`src/rtl/ysyx_23060025_ifu_prefetch_pkg.sv`:
```
// Shared definitions for the prefetching IFU: FSM state encodings and fetch defaults.
package ysyx_23060025_ifu_prefetch_pkg;

  typedef enum logic [1:0] {
    IFU_PF_IDLE  = 2'b00,
    IFU_PF_REQ   = 2'b01,
    IFU_PF_DRAIN = 2'b10
  } ifu_pf_state_e;

  localparam logic [31:0] IFU_PF_RESET_PC   = 32'h3000_0000;
  localparam int unsigned IFU_PF_INST_BYTES = 4;

endpackage

```
`src/rtl/ysyx_23060025_ifu_fifo.sv`:
```
// Synchronous FIFO with flush; pointers carry one extra wrap bit so full and empty
// are distinguishable without a separate counter register.
module ysyx_23060025_ifu_fifo #(
  parameter int unsigned DEPTH = 4,
  parameter int unsigned WIDTH = 64
) (
  input  logic                   clock,
  input  logic                   reset,
  input  logic                   flush,
  input  logic                   push,
  input  logic [WIDTH-1:0]       push_data,
  input  logic                   pop,
  output logic [WIDTH-1:0]       pop_data,
  output logic                   empty,
  output logic [$clog2(DEPTH):0] count
);

  localparam int unsigned IDX_W = $clog2(DEPTH);
  localparam int unsigned PTR_W = IDX_W + 1;

  logic [WIDTH-1:0] mem [DEPTH];
  logic [PTR_W-1:0] wr_ptr;
  logic [PTR_W-1:0] rd_ptr;
  logic             full;
  logic             do_push;
  logic             do_pop;

  assign count    = wr_ptr - rd_ptr;
  assign empty    = (wr_ptr == rd_ptr);
  assign full     = (wr_ptr[IDX_W-1:0] == rd_ptr[IDX_W-1:0]) && (wr_ptr[IDX_W] != rd_ptr[IDX_W]);
  assign do_pop   = pop && !empty;
  // A pop in the same cycle frees the slot being written, so push is legal even when full.
  assign do_push  = push && (!full || do_pop);
  assign pop_data = mem[rd_ptr[IDX_W-1:0]];

  // NOTE: sequential state uses non-blocking assignments so every flop samples pre-edge values.
  always_ff @(posedge clock) begin
    if (reset || flush) begin
      wr_ptr <= '0;
      rd_ptr <= '0;
    end else begin
      if (do_push) wr_ptr <= wr_ptr + PTR_W'(1);
      if (do_pop)  rd_ptr <= rd_ptr + PTR_W'(1);
    end
  end

  // NOTE: storage is not reset; the pointers alone decide which entries are meaningful.
  always_ff @(posedge clock) begin
    if (do_push) mem[wr_ptr[IDX_W-1:0]] <= push_data;
  end

endmodule

```
`src/rtl/ysyx_23060025_ifu_prefetch.sv`:
```
// Sequential-prefetch IFU: one outstanding icache read, results queued with their PC
// for the IDU; a redirect flushes the queue and restarts fetch at the new PC.
module ysyx_23060025_ifu_prefetch
  import ysyx_23060025_ifu_prefetch_pkg::*;
#(
  parameter int unsigned           ADDR_WIDTH = 32,
  parameter int unsigned           DATA_WIDTH = 32,
  parameter int unsigned           FIFO_DEPTH = 4,
  parameter logic [ADDR_WIDTH-1:0] RESET_PC   = ADDR_WIDTH'(IFU_PF_RESET_PC)
) (
  input  logic                          clock,
  input  logic                          reset,
  input  logic                          redirect_valid_i,
  input  logic [ADDR_WIDTH-1:0]         redirect_pc_i,
  output logic                          inst_valid_o,
  input  logic                          inst_ready_i,
  output logic [DATA_WIDTH-1:0]         inst_o,
  output logic [ADDR_WIDTH-1:0]         inst_pc_o,
  output logic                          out_psel,
  output logic [ADDR_WIDTH-1:0]         out_paddr,
  input  logic                          out_pready,
  input  logic [DATA_WIDTH-1:0]         out_prdata,
  output logic [$clog2(FIFO_DEPTH):0]   fifo_count_o
);

  localparam int unsigned           CNT_W   = $clog2(FIFO_DEPTH) + 1;
  localparam logic [CNT_W-1:0]      DEPTH_C = CNT_W'(FIFO_DEPTH);
  localparam logic [ADDR_WIDTH-1:0] STEP    = ADDR_WIDTH'(IFU_PF_INST_BYTES);

  ifu_pf_state_e                    state;
  ifu_pf_state_e                    state_next;
  logic [ADDR_WIDTH-1:0]            fetch_pc;
  logic [ADDR_WIDTH-1:0]            drain_addr;
  logic [ADDR_WIDTH-1:0]            redirect_pc_aligned;
  logic                             push;
  logic                             pop;
  logic                             fifo_empty;
  logic [CNT_W-1:0]                 count;
  logic [CNT_W-1:0]                 count_after_push;
  logic [ADDR_WIDTH+DATA_WIDTH-1:0] head;

  assign redirect_pc_aligned = redirect_pc_i & ~ADDR_WIDTH'(3);
  assign pop                 = inst_valid_o && inst_ready_i;
  assign count_after_push    = count + CNT_W'(1) - CNT_W'(pop);

  always_comb begin
    // NOTE: every output of this block gets a default first so no path infers a latch.
    state_next = state;
    push       = 1'b0;
    unique case (state)
      IFU_PF_IDLE: begin
        if (!redirect_valid_i && count < DEPTH_C) state_next = IFU_PF_REQ;
      end
      IFU_PF_REQ: begin
        if (redirect_valid_i) begin
          state_next = out_pready ? IFU_PF_IDLE : IFU_PF_DRAIN;
        end else if (out_pready) begin
          push       = 1'b1;
          state_next = (count_after_push < DEPTH_C) ? IFU_PF_REQ : IFU_PF_IDLE;
        end
      end
      IFU_PF_DRAIN: begin
        if (out_pready) state_next = IFU_PF_IDLE;
      end
      default: state_next = IFU_PF_IDLE;
    endcase
  end

  always_ff @(posedge clock) begin
    if (reset) begin
      state      <= IFU_PF_IDLE;
      fetch_pc   <= RESET_PC;
      drain_addr <= RESET_PC;
    end else begin
      state <= state_next;
      if (redirect_valid_i) fetch_pc <= redirect_pc_aligned;
      else if (push)        fetch_pc <= fetch_pc + STEP;
      // The abandoned request must keep its address on the bus until the icache answers.
      if (state == IFU_PF_REQ && redirect_valid_i && !out_pready) drain_addr <= fetch_pc;
    end
  end

  assign out_psel  = (state != IFU_PF_IDLE);
  assign out_paddr = (state == IFU_PF_DRAIN) ? drain_addr : fetch_pc;

  ysyx_23060025_ifu_fifo #(
    .DEPTH (FIFO_DEPTH),
    .WIDTH (ADDR_WIDTH + DATA_WIDTH)
  ) u_fifo (
    .clock     (clock),
    .reset     (reset),
    .flush     (redirect_valid_i),
    .push      (push),
    .push_data ({fetch_pc, out_prdata}),
    .pop       (pop),
    .pop_data  (head),
    .empty     (fifo_empty),
    .count     (count)
  );

  assign inst_valid_o = !fifo_empty;
  assign inst_pc_o    = head[ADDR_WIDTH+DATA_WIDTH-1:DATA_WIDTH];
  assign inst_o       = head[DATA_WIDTH-1:0];
  assign fifo_count_o = count;

endmodule

```
`config.mk`:
```
export PLATFORM = sky130hd
export DESIGN_NAME = ysyx_23060025_ifu_prefetch
export DESIGN_NICKNAME = d
export VERILOG_FILES = /design/src/rtl/ysyx_23060025_ifu_prefetch_pkg.sv /design/src/rtl/ysyx_23060025_ifu_fifo.sv /design/src/rtl/ysyx_23060025_ifu_prefetch.sv
export SDC_FILE = /design/constraint.sdc
export NUM_CORES = 1
export LEC_CHECK = 0
export ABC_AREA = 1
export CAP_MARGIN = 0
export CORE_MARGIN = 3
export CORE_UTILIZATION = 45
export CTS_BUF_LIST = sky130_fd_sc_hd__clkbuf_4 sky130_fd_sc_hd__clkbuf_8
export DETAILED_ROUTE_END_ITERATION = 10
export PLACE_DENSITY = 0.65
export SYNTH_ARGS = -nofsm -noshare
export SYNTH_HDL_FRONTEND = slang
export SYNTH_SLANG_ARGS = --single-unit
```
`constraint.sdc`:
```
create_clock -name clock -period 5 [get_ports clock]
set_clock_uncertainty 0.15 [all_clocks]
set_input_delay 0.75 -clock clock [delete_from_list [all_inputs] [get_ports clock]]
set_output_delay 0.75 -clock clock [all_outputs]
set_load 0.01 [all_outputs]
```
==> metrics, run 1 <==
status completed; Seq cells post-synth 318; Die Span Y 178 µm; slowest stage delay, CP 0.85 ns; syn avg cell area 10.6 µm²; Clk pin slew, worst setup/hold paths 0.06 ns; vias in the first global route 9308; CTS tree done; area delta synth->final 22.4%; Num CTS Buffers 52; Root Buffer clkbuf_8; dpl ws 1.22 ns; Pint 4.27 mW; crit path time final 4.22 ns; Synth Flop Type edfxtp_1; area fraction of the dominant cell type after synthesis 55.9%; RSZ-0062 raised after global routing no; Worst Max-Slew Pin Slew 1.26 ns; final hold viol count 0; hold_buf cts 0; drt total wl 32.5 mm; total I/O pin count 170; # diodes 0; Slew Viols, Final 0; H-Tree Depth 2; Crit. End Element output port; HPWL Detailed 19.6 mm; post-cts sizing count 0; final-stage net count 1495; post-CTS setup buffer count 0; area leader, netlist edfxtp_1; Post-Syn Instances 1257; commonest non-fill, non-tap cell in the layout edfxtp_1; CP endpoint inst_pc_o[19]; critical path's slowest cell buf_4; Worst R2R Start state[0]$_SDFFE_PP0P_; # DRC 0; total track usage 20.1%; critical path type reg -> out; Cell Area, Synth 13300 µm²; total gr overflow 0; port buffer count 163; critical path arrival 3.32 ns; Clock Latency Late Sink 0.57 ns; reg2reg end u_fifo.mem[0][56]$_DFFE_PP_; drt via density 5.37; Detail Route Antenna Nets 0; Reg power frac 53.6%; Starting Density 46.1%; max_slew headroom 16.2%; first-pass GRT wire length 50.0 mm; Leakage 5.64 nW; DR iter-0 viols 800; CP max FO 120; Post-synth EDFFs 248; final worst slack 0.778 ns; flop-to-flop setup slack 2.13 ns; Max-Cap Viols 0; WHS 0.330 ns; leading cell types in the layout, fill and taps excluded edfxtp_1 (248), nor2_1 (195), o21ai_0 (192); Power Density 339 nW/µm²; Worst VDD drop 0.178 mV; antenna violations before repair 0; synth unique cells 37; gpl congestion 0.856; Die Wd 178 µm; Hold Path Class reg -> reg; core area 28900 µm²; Seq/Total Area, Yosys 66.4%; Comb pwr share 7.2%; Setup-failing EPs final 0; ys async rst share 0%; Avg WL per Cell 17.7 µm; worst path cell trace clkinv_2 > buf_4 > o21ai_0 > o22ai_1 > clkdlybuf4s50_1; Critical Path RT 4.10 ns; Startpoint Class flop; Fmax 0.237 GHz; Core Rows 62; largest net degree at the start of global routing 121; Initial DRT Pass Iterations 5; switch share 22.8%; total number of vias 9882; fin crit share 84.4%; share of post-route cells with drive strength above 1 9.88%; yosys warns 0; # clock sinks 318; Synth area leaders edfxtp_1 (56%), dfxtp_1 (11%), o21ai_0 (7.2%); R2R depth 5; die area 31700 µm²; Clock Tree Buf Depth 3; Setup TNS Final 0 ns; utilization after layout 56.4%; FILL cells 2429; Psw 1.26 mW; clock power share 39.2%
area by class of cell:
class                      count  area [µm²]  share of cell area [%]
clock buffer                  73         880                    5.39
inverter                      67         253                    1.55
clock inverter                21         121                   0.744
tap                          384         480                    2.95
multi-input combinational    802        3940                    24.1
timing repair buffer         176        1790                    11.0
sequential                   318        8850                    54.3
power by group through the flow:
stage,Clock [mW],Combinational (mW),Sequential (mW)
after global routing,2.34,0.434,2.97
after CTS,2.23,0.398,2.96
after global placement,0,0.392,3.01
final,2.17,0.397,2.96
after floorplan,0,0.195,2.99
after detailed placement,0,0.395,3.02
per-layer routing:
| metal | track usage, % | vias up | part of all wire [%] |
|---|---|---|---|
| li1 | - | 4756 | - |
| met1 | 28.8 | 4754 | 46 |
| met2 | 31.2 | 307 | 45 |
| met3 | 3.90 | 65 | 6.6 |
| met4 | 6.22 | 0 | 2.5 |
| met5 | 0 | - | 0 |
Yosys cell counts, types with 5 or more instances:
master    instances
or2_2             6
a211oi_1          9
o211ai_1          5
nor3_1            5
nand4_1          11
inv_2             5
edfxtp_1        248
buf_4             7
nor2_1          200
o21ai_0         192
nor2_4            5
nand3_1          35
nand2_2           8
nor2_2            9
nand2_1         170
buf_2            28
ha_1              8
dfxtp_1          70
o22ai_1          65
clkbuf_1         38
inv_1            62
a21oi_1          50
worst max-delay path, delay by kind of cell, from the launching register on:
family | cells | cell delay [ns]
compound gates | 2 | 0.45
flops | 1 | 0.52
buf+inv | 3 | 1.61
kinds of logic (layout without fill, tap and decap cells):
kind of cell | Yosys count | after routing | share of synthesized area, %
XOR/XNOR | 2 | 2 | 0.131
adder cells (fa/ha/maj) | 9 | 9 | 0.901
AO/OA/AOI/OAI | 329 | 329 | 13.4
AND/OR/NAND/NOR | 458 | 458 | 14.8
flip-flops | 318 | 318 | 66.4
buffers and inverters | 140 | 337 | 4.40
other | 1 | 4 | 0.0281
sequential cells by signal, indices dropped and copies added, names as in the netlist, named ones only:
signal         cells
drain_addr        30
u_fifo.rd_ptr      3
state              2
u_fifo.mem       248
u_fifo.wr_ptr      3
fetch_pc          30
worst min-delay path by stage:
stage	slack (ns)	cells past startpoint	to	from
finish	0.33	2	drain_addr[29]$_SDFFE_PP1P_	drain_addr[29]$_SDFFE_PP1P_
global route	0.37	2	drain_addr[3]$_SDFFE_PP0P_	drain_addr[3]$_SDFFE_PP0P_
CTS	0.34	2	drain_addr[29]$_SDFFE_PP1P_	drain_addr[29]$_SDFFE_PP1P_
detailed placement	0.32	2	drain_addr[29]$_SDFFE_PP1P_	drain_addr[29]$_SDFFE_PP1P_
global placement	0.31	2	drain_addr[28]$_SDFFE_PP1P_	drain_addr[28]$_SDFFE_PP1P_
floorplan	0.30	2	drain_addr[28]$_SDFFE_PP1P_	drain_addr[28]$_SDFFE_PP1P_
through the flow:
| step | std cells | area [µm²] | power (mW) |
|---|---|---|---|
| 6_report | 1841 | 16300 | 5.53 |
| 5_1_grt | 1841 | 16300 | 5.74 |
| 4_1_cts | 1841 | 16300 | 5.59 |
| 3_5_place_dp | 1747 | 15300 | 3.41 |
| 3_3_place_gp | 1747 | 15300 | 3.41 |
| 2_1_floorplan | 1260 | 13300 | 3.19 |
Note: power is estimated with default switching activity, not from simulation.
==> inputs of run 2 (changes only) <==
clock period = 4.3 ns   (was 5 ns; I/O delays follow)
==> metrics, run 2 (same netlist as run 1, synthesis figures left out) <==
Critical Path RT 3.50 ns; CTS tree done; RSZ-0062 raised after global routing no; drt total wl 32.8 mm; Starting Density 46.1%; leading cell types in the layout, fill and taps excluded edfxtp_1 (248), nor2_1 (195), o21ai_0 (192); gpl congestion 0.865; Setup-failing EPs final 0; Max-Cap Viols 0; CP max FO 91; status completed; Die Span Y 178 µm; # clock sinks 318; Clock Tree Buf Depth 3; crit path time final 3.87 ns; Hold Path Class reg -> reg; total track usage 20.2%; Worst Max-Slew Pin Slew 0.907 ns; final-stage net count 1501; Core Rows 62; worst path cell trace buf_4 > o21ai_0 > o22ai_1 > clkdlybuf4s50_1; Avg WL per Cell 17.7 µm; Setup TNS Final 0 ns; utilization after layout 56.3%; total number of vias 9897; first-pass GRT wire length 50.4 mm; Startpoint Class flop; final hold viol count 0; core area 28900 µm²; antenna violations before repair 0; die area 31700 µm²; post-cts sizing count 0; Clk pin slew, worst setup/hold paths 0.06 ns; commonest non-fill, non-tap cell in the layout edfxtp_1; critical path type reg -> out; total I/O pin count 170; area of the multi-input gates 3940 µm²; largest net degree at the start of global routing 92; max_slew headroom 39.5%; Root Buffer clkbuf_8; Crit. End Element output port; area delta synth->final 22.2%; Num CTS Buffers 52; fin crit share 90.1%; Power Density 387 nW/µm²; slowest stage delay, CP 0.77 ns; H-Tree Depth 2; port buffer count 163; share of post-route cells with drive strength above 1 9.92%; Clock Latency Late Sink 0.56 ns; FILL cells 2428; # diodes 0; hold_buf cts 0; critical path arrival 3.08 ns; drt via density 5.36; Worst VDD drop 0.183 mV; Leakage 5.63 nW; Die Wd 178 µm; sequential cell area 8850 µm²; DR iter-0 viols 760; critical path's slowest cell buf_4; # DRC 0; Slew Viols, Final 0; vias in the first global route 9357; Fmax 0.258 GHz; post-CTS setup buffer count 0; max FFs per register 248; WHS 0.332 ns; Detail Route Antenna Nets 0; total gr overflow 0; Initial DRT Pass Iterations 5; HPWL Detailed 19.9 mm
==> run 2: path summary, 6_finish.rpt <==
path | from | end | slack, ns | cells past startpoint
max reg2reg | state[0]$_SDFFE_PP0P_ | u_fifo.mem[0][49]$_DFFE_PP_ | 1.67 | 5
max | flop | inst_pc_o[19] | 0.43 | 4
min reg2reg | drain_addr[28]$_SDFFE_PP1P_ | drain_addr[28]$_SDFFE_PP1P_ | 0.33 | 2
min | drain_addr[28]$_SDFFE_PP1P_ | drain_addr[28]$_SDFFE_PP1P_ | 0.33 | 2
==> run 2: critical path: cells and delay by family, from the launching register on <==
| kind | cells | cell delay [ns] |
|---|---|---|
| buffers and inverters | 2 | 1.37 |
| DFF | 1 | 0.58 |
| AOI/OAI and AO/OA | 2 | 0.50 |
==> run 2: stage by stage <==
step           cell area [µm²]  instances  total power, mW  setup slack [ns]
6_report                 16300       1846             6.30             0.426
5_1_grt                  16300       1846             6.57             0.159
4_1_cts                  16300       1846             6.37             0.343
3_5_place_dp             15300       1753             3.97             0.939
3_3_place_gp             15300       1753             3.96             0.970
2_1_floorplan            13300       1260             3.71           -0.0673
==> run 2: power breakdown <==
| group | switching [mW] | leakage (nW) | internal (mW) |
|---|---|---|---|
| registers | 0.0701 | 2.82 | 3.37 |
| clock network | 1.14 | 0.504 | 1.26 |
| logic | 0.251 | 2.31 | 0.213 |
| total | 1.46 | 5.63 | 4.84 |
==> run 2: routing by layer <==
| metal | vias to the layer above | track usage, % | share of wire [%] |
|---|---|---|---|
| li1 | 4764 | - | - |
| met1 | 4695 | 28.7 | 45 |
| met2 | 378 | 31.5 | 45 |
| met5 | - | 0 | 0 |
| met3 | 60 | 4.30 | 7.9 |
| met4 | 0 | 6.12 | 2.3 |
==> run 2: final cells by class <==
cell class                 instances  area share [%]
sequential                       318            54.3
clock inverter                    26           0.714
inverter                          67            1.55
clock buffer                      67            5.08
tap                              384            2.95
timing repair buffer             182            11.2
multi-input combinational        802            24.2
